### src/rtl/lpdaq_axil_pkg.sv
// Shared definitions for the LPDAQ AXI4-Lite bridges.
//
// Contents:
//   ADDR_DATA / ADDR_STATUS / ADDR_CTRL  word indices (byte address bits [5:2])
//   resp_t                               AXI response encoding (OKAY / SLVERR)
//   decode_resp()                        response for a given word index
package lpdaq_axil_pkg;

    // Word indices: byte addresses 0x00, 0x04 and 0x08.
    localparam logic [3:0] ADDR_DATA   = 4'h0;
    localparam logic [3:0] ADDR_STATUS = 4'h1;
    localparam logic [3:0] ADDR_CTRL   = 4'h2;

    typedef enum logic [1:0] {
        RESP_OKAY   = 2'b00,
        RESP_SLVERR = 2'b10
    } resp_t;

    // Any mapped register answers OKAY; everything else is a slave error.
    function automatic resp_t decode_resp(input logic [3:0] word_addr);
        if (word_addr == ADDR_DATA || word_addr == ADDR_STATUS || word_addr == ADDR_CTRL) begin
            return RESP_OKAY;
        end
        return RESP_SLVERR;
    endfunction

endpackage

### src/rtl/axis_tx_fifo.sv
// Synchronous FIFO feeding the AXI-Stream master of the transmit bridge.
//
// Ports:
//   clk, rst         clock, asynchronous active-high reset
//   push, push_data  write one entry (ignored while full)
//   pop              remove the head entry (ignored while empty)
//   flush            discard all entries; wins over a same-cycle pop
//   head_data        current head entry, 0 while empty
//   level            current occupancy, 0..DEPTH
//   full, empty      occupancy flags derived from level
module axis_tx_fifo #(
    parameter int unsigned DW    = 24,
    parameter int unsigned DEPTH = 4
) (
    input  logic                     clk,
    input  logic                     rst,
    input  logic                     push,
    input  logic [DW-1:0]            push_data,
    input  logic                     pop,
    input  logic                     flush,
    output logic [DW-1:0]            head_data,
    output logic [$clog2(DEPTH):0]   level,
    output logic                     full,
    output logic                     empty
);

    localparam int unsigned PW = $clog2(DEPTH);
    localparam int unsigned LW = PW + 1;

    logic [DW-1:0] mem_q [DEPTH];
    logic [PW-1:0] wr_ptr_q, wr_ptr_d;
    logic [PW-1:0] rd_ptr_q, rd_ptr_d;
    logic [LW-1:0] level_q, level_d;
    logic          do_push, do_pop;

    assign full    = (level_q == LW'(DEPTH));
    assign empty   = (level_q == '0);
    assign level   = level_q;
    assign do_push = push & ~full;
    assign do_pop  = pop & ~empty;

    // Gate the head so the stream data bus reads 0 whenever nothing is valid.
    assign head_data = empty ? '0 : mem_q[rd_ptr_q];

    always_comb begin
        wr_ptr_d = wr_ptr_q;
        rd_ptr_d = rd_ptr_q;
        level_d  = level_q;
        if (flush) begin
            wr_ptr_d = '0;
            rd_ptr_d = '0;
            level_d  = '0;
        end else begin
            // Pointers are PW bits wide, so the increment wraps modulo DEPTH.
            if (do_push) wr_ptr_d = wr_ptr_q + 1'b1;
            if (do_pop)  rd_ptr_d = rd_ptr_q + 1'b1;
            case ({do_push, do_pop})
                2'b10:   level_d = level_q + 1'b1;
                2'b01:   level_d = level_q - 1'b1;
                default: level_d = level_q;
            endcase
        end
    end

    always_ff @(posedge clk or posedge rst) begin
        if (rst) begin
            wr_ptr_q <= '0;
            rd_ptr_q <= '0;
            level_q  <= '0;
        end else begin
            wr_ptr_q <= wr_ptr_d;
            rd_ptr_q <= rd_ptr_d;
            level_q  <= level_d;
        end
    end

    // Storage needs no reset: the head is masked while empty.
    always_ff @(posedge clk) begin
        if (do_push && !flush) begin
            mem_q[wr_ptr_q] <= push_data;
        end
    end

endmodule

### src/rtl/axi4lite_stream_tx_if.sv
// CPU-to-stream bridge: AXI4-Lite slave whose DATA writes are queued in a small FIFO and
// replayed on an AXI-Stream master toward the DAC/config datapath.
//
// Ports:
//   clk, rst            clock, asynchronous active-high reset
//   s_axi_aw*           write address: awaddr[5:0], awprot, awvalid -> awready
//   s_axi_w*            write data: wdata, wstrb, wvalid -> wready
//   s_axi_b*            write response: bresp, bvalid <- bready
//   s_axi_ar*           read address: araddr[5:0], arprot, arvalid -> arready
//   s_axi_r*            read data: rdata, rresp, rvalid <- rready
//   m_axis_tdata/tvalid FIFO head / FIFO not empty; m_axis_tready accepts a beat
//   fifo_level          current FIFO occupancy
//
// Register map (byte address): 0x00 DATA, 0x04 STATUS {full, empty, level[7:0]},
// 0x08 CTRL (bit0 = flush, reads 0). Unmapped addresses return SLVERR.
module axi4lite_stream_tx_if
    import lpdaq_axil_pkg::*;
#(
    parameter int unsigned AXI_DW  = 32,
    parameter int unsigned AXIS_DW = 24,
    parameter int unsigned DEPTH   = 4
) (
    input  logic                     clk,
    input  logic                     rst,
    // Write address
    input  logic [5:0]               s_axi_awaddr,
    input  logic [2:0]               s_axi_awprot,
    input  logic                     s_axi_awvalid,
    output logic                     s_axi_awready,
    // Write data
    input  logic [AXI_DW-1:0]        s_axi_wdata,
    input  logic [AXI_DW/8-1:0]      s_axi_wstrb,
    input  logic                     s_axi_wvalid,
    output logic                     s_axi_wready,
    // Write response
    output logic [1:0]               s_axi_bresp,
    output logic                     s_axi_bvalid,
    input  logic                     s_axi_bready,
    // Read address
    input  logic [5:0]               s_axi_araddr,
    input  logic [2:0]               s_axi_arprot,
    input  logic                     s_axi_arvalid,
    output logic                     s_axi_arready,
    // Read data
    output logic [AXI_DW-1:0]        s_axi_rdata,
    output logic [1:0]               s_axi_rresp,
    output logic                     s_axi_rvalid,
    input  logic                     s_axi_rready,
    // Stream master
    output logic [AXIS_DW-1:0]       m_axis_tdata,
    output logic                     m_axis_tvalid,
    input  logic                     m_axis_tready,
    output logic [$clog2(DEPTH):0]   fifo_level
);

    localparam int unsigned LW = $clog2(DEPTH) + 1;
    localparam int unsigned SW = AXI_DW / 8;

    // Keeps every ready low during reset and for the first edge after it.
    logic                ready_en_q;

    // Write-channel holding registers
    logic                aw_held_q, aw_held_d;
    logic [3:0]          aw_word_q, aw_word_d;
    logic                w_held_q, w_held_d;
    logic [AXIS_DW-1:0]  w_data_q, w_data_d;
    logic [SW-1:0]       w_strb_q, w_strb_d;

    // Response registers
    logic                bvalid_q, bvalid_d;
    resp_t               bresp_q, bresp_d;
    logic                rvalid_q, rvalid_d;
    resp_t               rresp_q, rresp_d;
    logic [AXI_DW-1:0]   rdata_q, rdata_d;

    // Last word pushed, already sign-extended for DATA reads
    logic [AXI_DW-1:0]   last_q, last_d;

    logic                aw_hs, w_hs, ar_hs;
    logic                wr_is_data, wr_is_ctrl;
    logic                exec;
    logic                fifo_push, fifo_pop, fifo_flush;
    logic                fifo_full, fifo_empty;
    logic [LW-1:0]       level;
    logic [3:0]          ar_word;
    logic [AXI_DW-1:0]   data_sext;
    logic [AXI_DW-1:0]   status_word;
    logic                unused_inputs;

    assign s_axi_awready = ready_en_q & ~aw_held_q;
    assign s_axi_wready  = ready_en_q & ~w_held_q;
    assign s_axi_arready = ready_en_q & ~rvalid_q;
    assign s_axi_bvalid  = bvalid_q;
    assign s_axi_bresp   = bresp_q;
    assign s_axi_rvalid  = rvalid_q;
    assign s_axi_rresp   = rresp_q;
    assign s_axi_rdata   = rdata_q;
    assign fifo_level    = level;
    assign m_axis_tvalid = ~fifo_empty;

    assign aw_hs = s_axi_awvalid & s_axi_awready;
    assign w_hs  = s_axi_wvalid & s_axi_wready;
    assign ar_hs = s_axi_arvalid & s_axi_arready;

    assign ar_word    = s_axi_araddr[5:2];
    assign wr_is_data = (aw_word_q == ADDR_DATA);
    assign wr_is_ctrl = (aw_word_q == ADDR_CTRL);

    // A DATA write waits for room while AW/W stay held, so the master sees back-pressure
    // through awready/wready rather than a dropped word.
    assign exec       = aw_held_q & w_held_q & ~bvalid_q & ~(wr_is_data & fifo_full);
    assign fifo_push  = exec & wr_is_data & (|w_strb_q);
    assign fifo_flush = exec & wr_is_ctrl & w_data_q[0];
    assign fifo_pop   = m_axis_tvalid & m_axis_tready;

    assign data_sext   = {{(AXI_DW - AXIS_DW){w_data_q[AXIS_DW-1]}}, w_data_q};
    assign status_word = {{(AXI_DW - 10){1'b0}}, fifo_full, fifo_empty, 8'(level)};

    // Protection bits, byte-lane address bits and the untransmitted upper data bits are
    // intentionally ignored.
    assign unused_inputs = ^{s_axi_awprot, s_axi_arprot, s_axi_awaddr[1:0], s_axi_araddr[1:0],
                             s_axi_wdata[AXI_DW-1:AXIS_DW]};

    // Write path
    always_comb begin
        aw_held_d = aw_held_q;
        aw_word_d = aw_word_q;
        w_held_d  = w_held_q;
        w_data_d  = w_data_q;
        w_strb_d  = w_strb_q;
        bvalid_d  = bvalid_q;
        bresp_d   = bresp_q;
        last_d    = last_q;

        if (aw_hs) begin
            aw_held_d = 1'b1;
            aw_word_d = s_axi_awaddr[5:2];
        end
        if (w_hs) begin
            w_held_d = 1'b1;
            w_data_d = s_axi_wdata[AXIS_DW-1:0];
            w_strb_d = s_axi_wstrb;
        end

        if (exec) begin
            aw_held_d = 1'b0;
            w_held_d  = 1'b0;
            bvalid_d  = 1'b1;
            bresp_d   = decode_resp(aw_word_q);
        end else if (bvalid_q && s_axi_bready) begin
            bvalid_d = 1'b0;
        end

        if (fifo_push) begin
            last_d = data_sext;
        end
    end

    // Read path: one-cycle registered response
    always_comb begin
        rvalid_d = rvalid_q;
        rresp_d  = rresp_q;
        rdata_d  = rdata_q;

        if (ar_hs) begin
            rvalid_d = 1'b1;
            rresp_d  = decode_resp(ar_word);
            case (ar_word)
                ADDR_DATA:   rdata_d = last_q;
                ADDR_STATUS: rdata_d = status_word;
                default:     rdata_d = '0;
            endcase
        end else if (rvalid_q && s_axi_rready) begin
            rvalid_d = 1'b0;
        end
    end

    always_ff @(posedge clk or posedge rst) begin
        if (rst) begin
            ready_en_q <= 1'b0;
            aw_held_q  <= 1'b0;
            aw_word_q  <= '0;
            w_held_q   <= 1'b0;
            w_data_q   <= '0;
            w_strb_q   <= '0;
            bvalid_q   <= 1'b0;
            bresp_q    <= RESP_OKAY;
            rvalid_q   <= 1'b0;
            rresp_q    <= RESP_OKAY;
            rdata_q    <= '0;
            last_q     <= '0;
        end else begin
            ready_en_q <= 1'b1;
            aw_held_q  <= aw_held_d;
            aw_word_q  <= aw_word_d;
            w_held_q   <= w_held_d;
            w_data_q   <= w_data_d;
            w_strb_q   <= w_strb_d;
            bvalid_q   <= bvalid_d;
            bresp_q    <= bresp_d;
            rvalid_q   <= rvalid_d;
            rresp_q    <= rresp_d;
            rdata_q    <= rdata_d;
            last_q     <= last_d;
        end
    end

    axis_tx_fifo #(
        .DW    (AXIS_DW),
        .DEPTH (DEPTH)
    ) u_fifo (
        .clk       (clk),
        .rst       (rst),
        .push      (fifo_push),
        .push_data (w_data_q),
        .pop       (fifo_pop),
        .flush     (fifo_flush),
        .head_data (m_axis_tdata),
        .level     (level),
        .full      (fifo_full),
        .empty     (fifo_empty)
    );

endmodule

### config.mk
export PLATFORM = sky130hd
export DESIGN_NAME = axi4lite_stream_tx_if
export DESIGN_NICKNAME = d
export VERILOG_FILES = /design/src/rtl/lpdaq_axil_pkg.sv /design/src/rtl/axis_tx_fifo.sv /design/src/rtl/axi4lite_stream_tx_if.sv
export SDC_FILE = /design/constraint.sdc
export NUM_CORES = 1
export LEC_CHECK = 0
export BUFFER_PORTS_ARGS = -buffer_cell sky130_fd_sc_hd__buf_2
export CAP_MARGIN = 5
export CORE_MARGIN = 2
export CORE_UTILIZATION = 38
export CTS_CLUSTER_DIAMETER = 40
export DETAILED_ROUTE_END_ITERATION = 16
export GPL_TIMING_DRIVEN = 1
export PLACE_DENSITY_LB_ADDON = 0.25
export SLEW_MARGIN = 20
export SYNTH_ARGS = -nofsm -noshare
export SYNTH_HDL_FRONTEND = slang
export SYNTH_SLANG_ARGS = --single-unit
### constraint.sdc
create_clock -name clk -period 3.25 [get_ports clk]
set_clock_uncertainty 0.2 [all_clocks]
set_input_delay 0.65 -clock clk [delete_from_list [all_inputs] [get_ports clk]]
set_output_delay 0.65 -clock clk [all_outputs]
set_load 0.05 [all_outputs]
* After elaboration in Yosys (flattened, before gate mapping)
Memories as Yosys holds them, arrays and structs flattened.
Index checks and enable logic that the tools add are counted.
** Operators by class
- Add/sub/neg operators :: 4
- Equality and inequality tests :: 7
- Mux-type cells :: 26
- Bitwise operators :: 24
- Reduce and logical (&&, ||, !) cells :: 19
** Operator list (number)
- one-hot mux 32 bit (2 select lines) :: 1
- 2-to-1 mux 24 bit :: 1
- bitwise AND 1 bit :: 17
- 2-to-1 mux 2 bit :: 8
- 2-to-1 mux 1 bit :: 14
- nonzero test 2 bit :: 6
- == test 4 x 1 -> 1 bit, second input constant :: 2
- == test 4 x 2 -> 1 bit, second input constant :: 2
- logical NOT 4 bit :: 2
- inverter 1 bit :: 7
- one-hot mux 3 bit (2 select lines) :: 1
- adder 2 x 1 -> 2 bit, second input constant :: 2
- logical OR 1 bit :: 4
- OR reduction 4 bit :: 1
- adder 3 x 1 -> 3 bit, second input constant :: 1
- == test 3 bit, second input constant :: 1
- logical AND 1 bit :: 3
- logical NOT 3 bit :: 1
- 2-to-1 mux 3 bit :: 1
- nonzero test 3 bit :: 1
- subtractor 3 x 1 -> 3 bit, second input constant :: 1
- == test 2 x 1 -> 1 bit, second input constant :: 1
- == test 2 bit, second input constant :: 1
- logical NOT 1 bit :: 1
** Storage, ports and cells
- Bits in registers :: 104
- Memory bits (writable) :: 96
- Input bits :: 62
- Output and inout bits :: 69
- Word-level logic and storage cells :: 96
- Memories kept :: 1
** Memory list
- u_fifo.mem_q :: words 4, bits a word 24, read ports 1, clocked after memory_dff 0, wr ports 1, line axis_tx_fifo.sv:30 : logic [DW-1:0] mem_q [DEPTH];

* Longest topological paths before layout
- Depth after elaboration :: 10
- Depth in mapped cells :: 8

* Modules after synthesis
Synthesis repeated with hierarchy kept, for this count alone.
** Unflattened totals
- Cells, all modules :: 488
- Area total of the unflattened synthesis :: 7826.3 µm²
** Modules (own cells, without submodules)
- axis_tx_fifo :: times used 1, cells each 216, area an instance 4197.8 µm², seq. area each 3057.9 µm²
- axi4lite_stream_tx_if :: times used 1, cells each 272, area an instance 3628.5 µm², seq. area each 2177.1 µm²

* Least setup slack after synthesis
Ideal clock, no wire load.
- Kind :: reg2out
- Start point :: register u_fifo.level_q[0], in the netlist u_fifo.level[0]
- End point :: output m_axis_tdata[10]
- Arrival time :: 2092 ps
- Required time :: 2400 ps
- Path slack :: 308 ps
- Cell stages (with the launch flop) :: 5
- Cells stage by stage :: dfrtp_1 -> nor3_1 -> inv_1 -> clkbuf_1 -> and2_1
** Between the ends
- Longest elaborated chain between the ends :: 2
** Ends and longest elaborated chain
- from (decl) :: line axis_tx_fifo.sv:33 : logic [LW-1:0] level_q, level_d;
- from (signal assigned) :: line axis_tx_fifo.sv:73 : level_q <= level_d;
- logical NOT 3 bit :: line axis_tx_fifo.sv:37 : assign empty = (level_q == '0);
- 2-to-1 mux 24 bit :: line axis_tx_fifo.sv:43 : assign head_data = empty ? '0 : mem_q[rd_ptr_q];
- to (decl) :: line axi4lite_stream_tx_if.sv:50 : output logic [AXIS_DW-1:0] m_axis_tdata,
Every way passes these cells.

* Worst setup path in the final report
- Start point :: register u_fifo.level_q[0], in the netlist u_fifo.level[0]
- End point :: output m_axis_tdata[22]
The elaborated chain is that of the path after synthesis.

==> flow_metrics.py <==
metrics = {
    "route": {
        "wl_per_cell_um": 17.4,
        "drt-pass1-iter-count": 4,
        "drt_first_iter_violations": 233,
        "post-route-drc-count": 0,
        "num_vias": 4184,
        "routed_via_density": 4.84,
        "route.antenna.remaining_nets": 0,
        "wirelength_um": 15100,
    },
    "cts": {
        "cts.sinks": 190,
        "clock_path_buffers": 2,
        "ctsHoldBuffers": 0,
        "cts_max_level": 4,
        "cts_resized": 0,
        "cts_tree": "built",
        "insertion_delay_ps": 430,
        "numCtsBuffers": 17,
        "cts_setup_buffers": 0,
        "path_clk_slew_ps": 70,
        "clock-root-buffer": "clkbuf_16",
    },
    "logic_synthesis": {
        "syn_area_um2": 7520,
        "synthCells": 469,
        "synth.area.top_cells": "edfxtp_1, dfrtp_1, mux2_2",
        "synthArstFlopShare_pct": 49.5,
        "synth_seq_cells": 190,
        "yosys.area.top_type_share_pct": 38.3,
        "synth_top_area_cell": "edfxtp_1",
        "synthFlopType": "edfxtp_1",
        "ys_top_cells_by_count": "edfxtp_1, dfrtp_1, mux2_2",
        "syn_avg_cell_area_um2": 16.0,
        "ys_seq_area_share_pct": 69.6,
        "synth.distinct_cells": 36,
        "yosysMostFrequentCell": "edfxtp_1",
        "synth-edff-count": 96,
        "ys_warn_count": 0,
    },
    "floorplan": {
        "die_h_um": 145,
        "coreArea_um2": 19500,
        "placement_rows": 51,
        "die-area_um2": 20900,
        "start_util_pct": 38.6,
        "die_w_um": 145,
        "io_pins": 131,
    },
    "worst_setup_path": {
        "worstSetupEndpointType": "output port",
        "cp-endpoint": "m_axis_tdata[22]",
        "cp-start-kind": "flip-flop",
        "cp.arrival_ps": 2230,
        "worstPathMaxFanout": 26,
        "crit_start": "u_fifo.level[0]",
        "rr_endpoint": "u_fifo.mem_q[2][9]",
        "r2r-start": "aw_word_q[3]",
        "critPathKind": "reg2out",
        "rrSetupSlack_ps": 740,
        "critPathRequiredTime_ps": 2400,
        "reg2reg_depth": 5,
    },
    "layout": {
        "drive_gt1_share_pct": 40.8,
        "final_cells": 865,
        "antenna_cells": 0,
        "seq_area_um2": 5240,
        "final_cell_area_um2": 9050,
        "final_core_util_pct": 46.5,
        "fillers": 1720,
        "area_growth_pct": 20.3,
        "multi_input_area_um2": 2110,
        "nets": 654,
    },
    "power_and_ir_drop": {
        "pwr-share-clk_pct": 25.2,
        "p_switching_mw": 3.03,
        "peakVddDrop_mv": 0.488,
        "switching_share_pct": 35.8,
        "fin_total_pwr_mw": 8.47,
        "power_density_nw_per_um2": 936,
        "p_int_mw": 5.44,
        "combPwrFrac_pct": 31.6,
        "seqPwrFrac_pct": 43.2,
        "leakagePower_nw": 3.69,
    },
    "sta": {
        "hold_viol": 0,
        "setup_ws_ps": 171,
        "final.period_utilization_pct": 94.7,
        "tns_ps": 0,
        "rsz0062_at_grt": "false",
        "finalCriticalPeriod_ps": 3080,
        "fmax_mhz": 325,
        "holdWs_ps": 169,
        "tightest_slew_ps": 853,
        "slew_violations": 0,
        "slew_headroom_pct": 43.1,
        "setup_violations": 0,
    },
    "placed_design": {
        "routabilityCongestion": 0.689,
        "port_buffers": 110,
        "dpl.cell_count": 833,
        "detailed_place_hpwl_um": 9960,
        "place_area_um2": 8430,
        "place_ws_ps": 610,
    },
    "global_routing": {
        "grt_max_degree": 52,
        "grt_pass1_vias": 4354,
        "grt_usage_pct": 15.4,
        "grt-ovfl-total": 0,
        "antenna_found_initial": 0,
        "grt_pass1_wl_um": 23700,
    },
    "hold_path": {
        "hold_class": "in2async",
    },
    "flow_run": {
        "maxCapViolations": 0,
    },
    "status": {
        "outcome": "completed",
    },
}
## worst max-delay path: stages, from the launching register on
cell,delay [ps]
dfrtp_1,510
nor3_1,120
inv_1,640
and2_1,260
buf_2,280
## layout by cell type (no fill, tap or decap), types with 2 or more instances in the layout
cell type / n
inv_1: 6
inv_6: 4
nand2b_1: 2
a21oi_1: 4
nand2_1: 51
clkinvlp_4: 2
conb_1: 3
dfrtp_1: 93
mux2i_1: 4
buf_4: 15
mux4_2: 24
a211oi_1: 2
nor2b_1: 3
nor2_1: 8
and2_1: 29
bufinv_16: 3
a22oi_1: 5
xor2_1: 3
or3_1: 2
nor4_2: 2
buf_2: 110
clkbuf_8: 2
o21ai_0: 26
clkbuf_16: 17
mux2_2: 57
clkinv_4: 2
nor3_1: 2
edfxtp_1: 96
buf_12: 3
ha_1: 4
## worst min-delay path by stage
stage / startpoint / end / slack (ps)
after floorplan: w_strb_q[3] / w_strb_q[3] / 280
after global placement: s_axi_rresp[1] / s_axi_rresp[1] / 260
after detailed placement: s_axi_rresp[1] / s_axi_rresp[1] / 270
after CTS: s_axi_rready / s_axi_rvalid / 190
after global routing: s_axi_rready / s_axi_rvalid / 210
final: rst / aw_held_q / 170
## metal layers
layer	GRT usage, %	routed length, µm	up-vias	part of all wire (%)
met5	0	0	-	0
met4	5.21	184	0	1.2
met3	4.01	667	17	4.4
met2	26.0	7780	75	52
met1	19.3	6440	2158	43
li1	-	-	1934	-
## flip-flops by register name (all words and copies together) (netlist names)
| register | cells |
|---|---|
| u_fifo.mem_q | 96 |
| last_q | 24 |
| s_axi_rdata | 24 |
| w_data_q | 24 |
| aw_word_q | 4 |
| w_strb_q | 4 |
| u_fifo.level | 3 |
| u_fifo.rd_ptr_q | 2 |
| u_fifo.wr_ptr_q | 2 |
| aw_held_q | 1 |
| ready_en_q | 1 |
| s_axi_bresp | 1 |
| s_axi_bvalid | 1 |
| s_axi_rresp | 1 |
| s_axi_rvalid | 1 |
| w_held_q | 1 |
## power by group through the flow
stage / combinational, mW / clock (mW) / sequential [mW]
6_report: 2.68 / 2.14 / 3.66
5_1_grt: 2.87 / 2.28 / 3.74
4_1_cts: 2.73 / 2.18 / 3.67
3_5_place_dp: 2.73 / 0 / 3.71
3_3_place_gp: 2.68 / 0 / 3.66
2_1_floorplan: 1.99 / 0 / 3.66
## kinds of logic (layout without fill, tap and decap cells)
group,after synthesis,count (layout),share of synthesized area [%]
AO/OA/AOI/OAI,40,40,3.01
adder cells (fa/ha/maj),5,5,0.932
multiplexers,85,85,16.3
flip-flops,190,190,69.6
AND/OR/NAND/NOR,107,107,7.29
buffers and inverters,37,167,2.46
XOR/XNOR,3,3,0.349
other,2,3,0.0999
## final cells by class
type,count,share of cell area (%)
Clock buffer,20,5.05
Timing Repair Buffer,128,7.99
Inverter,7,0.332
Clock inverter,12,1.76
Sequential cell,190,57.9
Multi-Input combinational cell,243,23.4
Tap cell,265,3.66
(Power assumes the default switching activity.)
